`src/rtl/sig_halt_mon_pkg.sv`:
```
// Shared definitions for the signature/halt monitor: FSM state type and the
// default test-harness addresses used by soc_top and the bench.
package sig_halt_mon_pkg;

    localparam logic [31:0] DEF_SIG_ADDR  = 32'h001F_FE68;
    localparam logic [31:0] DEF_HALT_ADDR = 32'h001F_FE6C;

    typedef enum logic [1:0] {
        RUN   = 2'd0,
        DRAIN = 2'd1,
        DONE  = 2'd2
    } type_sig_mon_state_e;

endpackage

```
`src/rtl/sig_sync_fifo.sv`:
```
// Single-clock FIFO with a registered head word and a separate occupancy
// counter, so full and empty never alias.
module sig_sync_fifo #(
    parameter int unsigned Depth = 16,
    parameter int unsigned Width = 32
) (
    input  logic                     clk_i,
    input  logic                     rst_ni,
    input  logic                     push_i,
    input  logic [Width-1:0]         data_i,
    input  logic                     pop_i,
    output logic                     full_o,
    output logic                     empty_o,
    output logic [$clog2(Depth):0]   count_o,
    output logic                     valid_o,
    output logic [Width-1:0]         head_o
);
    localparam int unsigned PtrW = $clog2(Depth);
    localparam int unsigned CntW = PtrW + 1;
    localparam logic [CntW-1:0] CntFull = CntW'(Depth);

    logic [Width-1:0] mem_q [Depth];
    logic [PtrW-1:0]  wr_ptr_q, wr_ptr_d, rd_ptr_q, rd_ptr_d;
    logic [CntW-1:0]  count_q, count_d;
    logic [Width-1:0] head_q, head_d;
    logic             valid_q;
    logic             do_push, do_pop;

    assign do_pop  = pop_i && (count_q != '0);
    assign do_push = push_i && ((count_q != CntFull) || do_pop);

    always_comb begin
        wr_ptr_d = do_push ? wr_ptr_q + PtrW'(1) : wr_ptr_q;
        rd_ptr_d = do_pop ? rd_ptr_q + PtrW'(1) : rd_ptr_q;
        count_d  = count_q + CntW'(do_push) - CntW'(do_pop);
        head_d   = head_q;
        // A push into a FIFO that is (or becomes) empty lands straight in the head.
        if (do_push && ((count_q - CntW'(do_pop)) == '0)) begin
            head_d = data_i;
        end else if (do_pop && (count_q > CntW'(1))) begin
            head_d = mem_q[rd_ptr_d];
        end
    end

    always_ff @(posedge clk_i) begin
        if (do_push) begin
            mem_q[wr_ptr_q] <= data_i;
        end
    end

    always_ff @(posedge clk_i or negedge rst_ni) begin
        if (!rst_ni) begin
            wr_ptr_q <= '0;
            rd_ptr_q <= '0;
            count_q  <= '0;
            head_q   <= '0;
            valid_q  <= 1'b0;
        end else begin
            wr_ptr_q <= wr_ptr_d;
            rd_ptr_q <= rd_ptr_d;
            count_q  <= count_d;
            head_q   <= head_d;
            valid_q  <= (count_d != '0);
        end
    end

    assign full_o  = (count_q == CntFull);
    assign empty_o = (count_q == '0);
    assign count_o = count_q;
    assign valid_o = valid_q;
    assign head_o  = head_q;

endmodule

```
`src/rtl/sig_halt_monitor.sv`:
```
// Snoops dbus stores: buffers signature words, detects halt or cycle-budget
// expiry, then drains the buffer and parks in DONE until reset.
module sig_halt_monitor
    import sig_halt_mon_pkg::*;
#(
    parameter logic [31:0] SIG_ADDR   = DEF_SIG_ADDR,
    parameter logic [31:0] HALT_ADDR  = DEF_HALT_ADDR,
    parameter int unsigned FIFO_DEPTH = 16,
    parameter int unsigned CNT_W      = 32
) (
    input  logic                          clk,
    input  logic                          rst_n,
    input  logic [31:0]                   bus_addr_i,
    input  logic [31:0]                   bus_wdata_i,
    input  logic                          bus_store_req_i,
    output logic                          bus_ack_o,
    input  logic [CNT_W-1:0]              max_cycles_i,
    output logic                          sig_valid_o,
    output logic [31:0]                   sig_data_o,
    input  logic                          sig_ready_i,
    output logic [$clog2(FIFO_DEPTH):0]   sig_count_o,
    output logic                          overflow_o,
    output logic                          halt_o,
    output logic                          timeout_o,
    output logic                          done_o,
    output logic [CNT_W-1:0]              cycle_cnt_o
);
    type_sig_mon_state_e state_q, state_d;
    logic             ack_q, halt_q, halt_d, timeout_q, timeout_d;
    logic             overflow_q, overflow_d, done_q;
    logic [CNT_W-1:0] cnt_q, cnt_d;
    logic             sig_hit, halt_hit, timeout_hit, push, pop;
    logic             fifo_full, fifo_empty;

    assign sig_hit     = bus_store_req_i && (bus_addr_i == SIG_ADDR);
    assign halt_hit    = bus_store_req_i && (bus_addr_i == HALT_ADDR);
    assign timeout_hit = (state_q == RUN) && (max_cycles_i != '0) && (cnt_q == max_cycles_i);
    assign push        = (state_q == RUN) && sig_hit;
    assign pop         = sig_valid_o && sig_ready_i;

    sig_sync_fifo #(
        .Depth (FIFO_DEPTH),
        .Width (32)
    ) u_fifo (
        .clk_i   (clk),
        .rst_ni  (rst_n),
        .push_i  (push),
        .data_i  (bus_wdata_i),
        .pop_i   (pop),
        .full_o  (fifo_full),
        .empty_o (fifo_empty),
        .count_o (sig_count_o),
        .valid_o (sig_valid_o),
        .head_o  (sig_data_o)
    );

    always_comb begin
        state_d    = state_q;
        halt_d     = halt_q;
        timeout_d  = timeout_q;
        overflow_d = overflow_q | (push && fifo_full && !pop);
        cnt_d      = ((state_q != DONE) && (cnt_q != '1)) ? cnt_q + CNT_W'(1) : cnt_q;
        case (state_q)
            RUN: begin
                if (halt_hit)    halt_d    = 1'b1;
                if (timeout_hit) timeout_d = 1'b1;
                if (halt_hit || timeout_hit) state_d = DRAIN;
            end
            DRAIN: begin
                if (fifo_empty && !pop) state_d = DONE;
            end
            DONE:    state_d = DONE;
            default: state_d = RUN;
        endcase
    end

    always_ff @(posedge clk or negedge rst_n) begin
        if (!rst_n) begin
            state_q    <= RUN;
            ack_q      <= 1'b0;
            halt_q     <= 1'b0;
            timeout_q  <= 1'b0;
            overflow_q <= 1'b0;
            done_q     <= 1'b0;
            cnt_q      <= '0;
        end else begin
            state_q    <= state_d;
            ack_q      <= sig_hit || halt_hit;
            halt_q     <= halt_d;
            timeout_q  <= timeout_d;
            overflow_q <= overflow_d;
            done_q     <= (state_d == DONE);
            cnt_q      <= cnt_d;
        end
    end

    assign bus_ack_o   = ack_q;
    assign halt_o      = halt_q;
    assign timeout_o   = timeout_q;
    assign overflow_o  = overflow_q;
    assign done_o      = done_q;
    assign cycle_cnt_o = cnt_q;

endmodule

```
`config.mk`:
```
export PLATFORM = sky130hd
export DESIGN_NAME = sig_halt_monitor
export DESIGN_NICKNAME = d
export VERILOG_FILES = /design/src/rtl/sig_halt_mon_pkg.sv /design/src/rtl/sig_sync_fifo.sv /design/src/rtl/sig_halt_monitor.sv
export SDC_FILE = /design/constraint.sdc
export NUM_CORES = 1
export LEC_CHECK = 0
export CAP_MARGIN = 20
export CORE_MARGIN = 10
export CORE_UTILIZATION = 45
export CTS_CLUSTER_SIZE = 20
export DETAILED_ROUTE_END_ITERATION = 6
export GPL_TIMING_DRIVEN = 0
export PLACE_DENSITY_LB_ADDON = 0.25
export SLEW_MARGIN = 20
export SYNTH_ARGS = -nofsm -noshare
export SYNTH_HDL_FRONTEND = slang
export SYNTH_HIERARCHICAL = 1
export SYNTH_SLANG_ARGS = --single-unit
```
`constraint.sdc`:
```
create_clock -name clk -period 5.1 [get_ports clk]
set_clock_uncertainty 0.1 [all_clocks]
set_input_delay 0.765 -clock clk [delete_from_list [all_inputs] [get_ports clk]]
set_output_delay 0.765 -clock clk [all_outputs]
set_load 0.01 [all_outputs]
```
==> results of run 1 <==
## what timing repair did
| item | 4_1_cts | 5_1_grt |
|---|---|---|
| endpoints found under the setup margin | 21 | 0 |
| endpoints found under the hold margin | 14 | 0 |
| hold buffers | 1 | 0 |
## layer usage
| metal | global-route usage | up-vias | wire (µm) |
|---|---|---|---|
| met4 | 0.0721 | 0 | 2510 |
| met1 | 0.312 | 10900 | 36800 |
| met2 | 0.404 | 1051 | 45500 |
| met3 | 0.0471 | 180 | 7880 |
| li1 | - | 9137 | - |
| met5 | 0 | - | 0 |
## placed cells by master, fill, tap and decap left out, types with 67 or more instances in the layout
master,count
clkdlybuf4s50_1,173
dfrtp_1,85
a221oi_1,150
nor2_1,102
clkbuf_16,69
clkbuf_1,127
nor2b_1,67
nand2_1,89
edfxtp_1,512
mux2i_1,248
## worst paths after layout
path	end
min in group asynchronous	cycle_cnt_o[12]
min reg2reg	overflow_o
max reg2reg	u_fifo/head_o[14]
min	overflow_o
max in group asynchronous	u_fifo/head_o[27]
max	u_fifo/head_o[14]
## worst max-delay path, stage by stage (launching register included)
cell and delay [ns]:
dfrtp_1 0.42, inv_1 0.16, ha_1 0.24, or4b_1 0.47
buf_6 0.18, nand2_4 0.18, inv_1 0.19, buf_2 0.36
ha_1 0.30, nand2b_1 0.16, a21o_1 0.21, a2111oi_4 0.72
nor2_1 0.29, clkbuf_1 0.38, o311ai_1 0.32, o21ai_1 0.10
## power groups by stage
stage                     Clock (mW)  Sequential (mW)  Combinational (mW)
after global routing            5.21             5.71                9.20
after global placement             0             5.79                8.32
after detailed placement           0             5.80                8.49
after floorplan                    0             5.77                5.27
final                           4.98             5.70                8.75
after CTS                       5.02             5.70                8.53
## per-stage QoR
step / TNS (ns) / setup WS, ns / util
3_5_place_dp: -19.71 / -0.708 / 0.506
3_3_place_gp: -172.16 / -1.15 / 0.499
4_1_cts: 0 / 0.278 / 0.542
5_1_grt: 0 / 0.00640 / 0.542
6_report: 0 / 0.130 / 0.542
2_1_floorplan: 0 / 0.862 / -
## state kept, by name, summed over array words and instances (netlist names), 2 cells and up
register,flops
u_fifo/count_o,5
u_fifo/wr_ptr_q,4
u_fifo/rd_ptr_q,4
state_q,2
u_fifo/head_o,32
cycle_cnt_o,32
u_fifo/mem_q,512
## kinds of logic (layout without fill, tap and decap cells)
family,after synthesis,in the layout
flops,597,597
compound gates,572,572
simple gates,385,385
mux,257,257
buf+inv,205,521
xor+xnor,72,72
fa+ha+maj,17,17
other cells,0,1
## layout make-up
| cell class | count | area [µm²] |
|---|---|---|
| Clock buffer | 84 | 1840 |
| Fill cell | 5236 | 28900 |
| Buffer | 181 | 812 |
| Antenna cell | 1 | 2.50 |
| Sequential cell | 597 | 17500 |
| Multi-Input combinational cell | 1303 | 10300 |
| Timing Repair Buffer | 195 | 2140 |
| Tap cell | 846 | 1060 |
| Inverter | 23 | 86.3 |
| Clock inverter | 38 | 442 |
==> flow_summary.json, run 1 <==
{
  "status": "completed",
  "powerDensity_mw_per_mm2": 568,
  "sw_frac_of_total": 0.410,
  "relSlewSlack": 0.246,
  "slew_viol_final": 0,
  "fmaxAchievable_mhz": 201,
  "min_from": "overflow_o",
  "die_h_um": 272,
  "dieWidth_um": 272,
  "synth_area_mm2": 0.0287,
  "dp_hpwl_mm": 65.5,
  "cts_inserted_buffers": 66,
  "vdd_ir_drop_max_mv": 0.331,
  "clockBufferDepth": 3,
  "crit_path_start_kind": "register",
  "r2r_slack_ns": 0.13,
  "p_clk_frac": 0.256,
  "yosysTopAreaCell": "edfxtp_1",
  "postCtsSetupBuffers": 0,
  "reg2reg_from": "u_fifo/count_o[3]",
  "fin_cells": 3268,
  "yosys-top-cells-count": "512 x edfxtp_1, 248 x mux2i_1, 150 x a221oi_1",
  "ys_top_cells_by_area": "edfxtp_1 54%, mux2i_1 8.7%, dfrtp_1 7.4%",
  "crit_path_end_kind": "register",
  "yosysWarnings": 6,
  "r2r_cells": 15,
  "p_int_mw": 11.5,
  "synth_mux_area_frac": 0.0933,
  "cts_resized": 0,
  "vias_per_cell": 6.52,
  "num_rows": 92,
  "finalHoldViolations": 0,
  "cts.clk_slew.worst_paths_ns": 0.06,
  "synth_cell_types": 83,
  "rsz0062_at_grt": "false",
  "required_ns": 5.46,
  "min_period_over_period": 0.975,
  "crit_type": "reg2reg",
  "synth_adder_area_share": 0.00768,
  "clkLatencyLatePin_ns": 0.62,
  "gp_congestion": 0.865,
  "grt_pass1_vias": 21100,
  "num_io_pins": 175,
  "dieArea_mm2": 0.0742,
  "combPwrFrac": 0.450,
  "drt_wl_total_mm": 92.7,
  "avgSynthCellArea_um2": 13.6,
  "power.total_mw": 19.4,
  "io_buffers": 174,
  "synth-xor-area-share": 0.0220,
  "cts_num_sinks": 597,
  "tritoncts": "done",
  "routedWlPerCell_um": 28.4,
  "vias": 21300,
  "dpl_cell_area_mm2": 0.0319,
  "start_util": 0.454,
  "syn_nets": 2222,
  "antenna_found_initial": 1,
  "htreeDepth": 3,
  "nets": 2484,
  "ys_ff_latch": 597,
  "grt-ovfl-total": 0,
  "core_mm2": 0.0631,
  "hold_depth": 2,
  "cellLeakagePower_nw": 11.9,
  "grt_pass1_wl_mm": 136,
  "place_inst": 3145,
  "synth_compound_gate_area_share": 0.163,
  "yosysSeqAreaShare": 0.611,
  "max_slew.worst_pin.slew_ns": 1.13,
  "yosysMostFrequentCell": "edfxtp_1",
  "cp-startpoint": "u_fifo/count_o[3]",
  "drive_gt1_frac": 0.107,
  "finalInstanceArea_mm2": 0.0342,
  "synth_top_family_by_area": "compound AO/OA/AOI/OAI gates",
  "setup_viol": 0,
  "synthArstFlopShare": 0.142,
  "syn_inst": 2105,
  "postRouteAntennaNets": 0,
  "hold_class": "reg2reg",
  "grt_usage": 0.241,
  "drtPass1Iterations": 6,
  "root_buffer": "clkbuf_16",
  "synth_edf_count": 512,
  "pwr-share-seq": 0.293,
  "power_switching_mw": 7.97,
  "cap_violations": 0,
  "crit_fanout": 19,
  "grt_max_degree": 72,
  "area_delta_synth_final_pct": 19.4,
  "synth_top_flop_cell": "edfxtp_1",
  "timing.hold.ws_ns": 0.364,
  "drt-initial-drc-count": 2699,
  "synthSimpleGateAreaFrac": 0.0716,
  "worst_ep_arrival_time_ns": 5.33,
  "post-route-drc-count": 0,
  "synth_top_area_share": 0.537,
  "min_period_ns": 4.97
}
No activity file was read; power rests on OpenSTA's default activity.
==> run 2: changes to the inputs <==
ABC_AREA = 0   (was unset)
==> results of run 2 <==
Final layout, timing and power as in run 1 (identical DEF).
==> run 3: changes to the inputs <==
CAP_MARGIN = 10   (was 20)
SKIP_LAST_GASP = 1   (was unset)
==> results of run 3 <==
Final layout, timing and power as in run 1 (identical DEF).
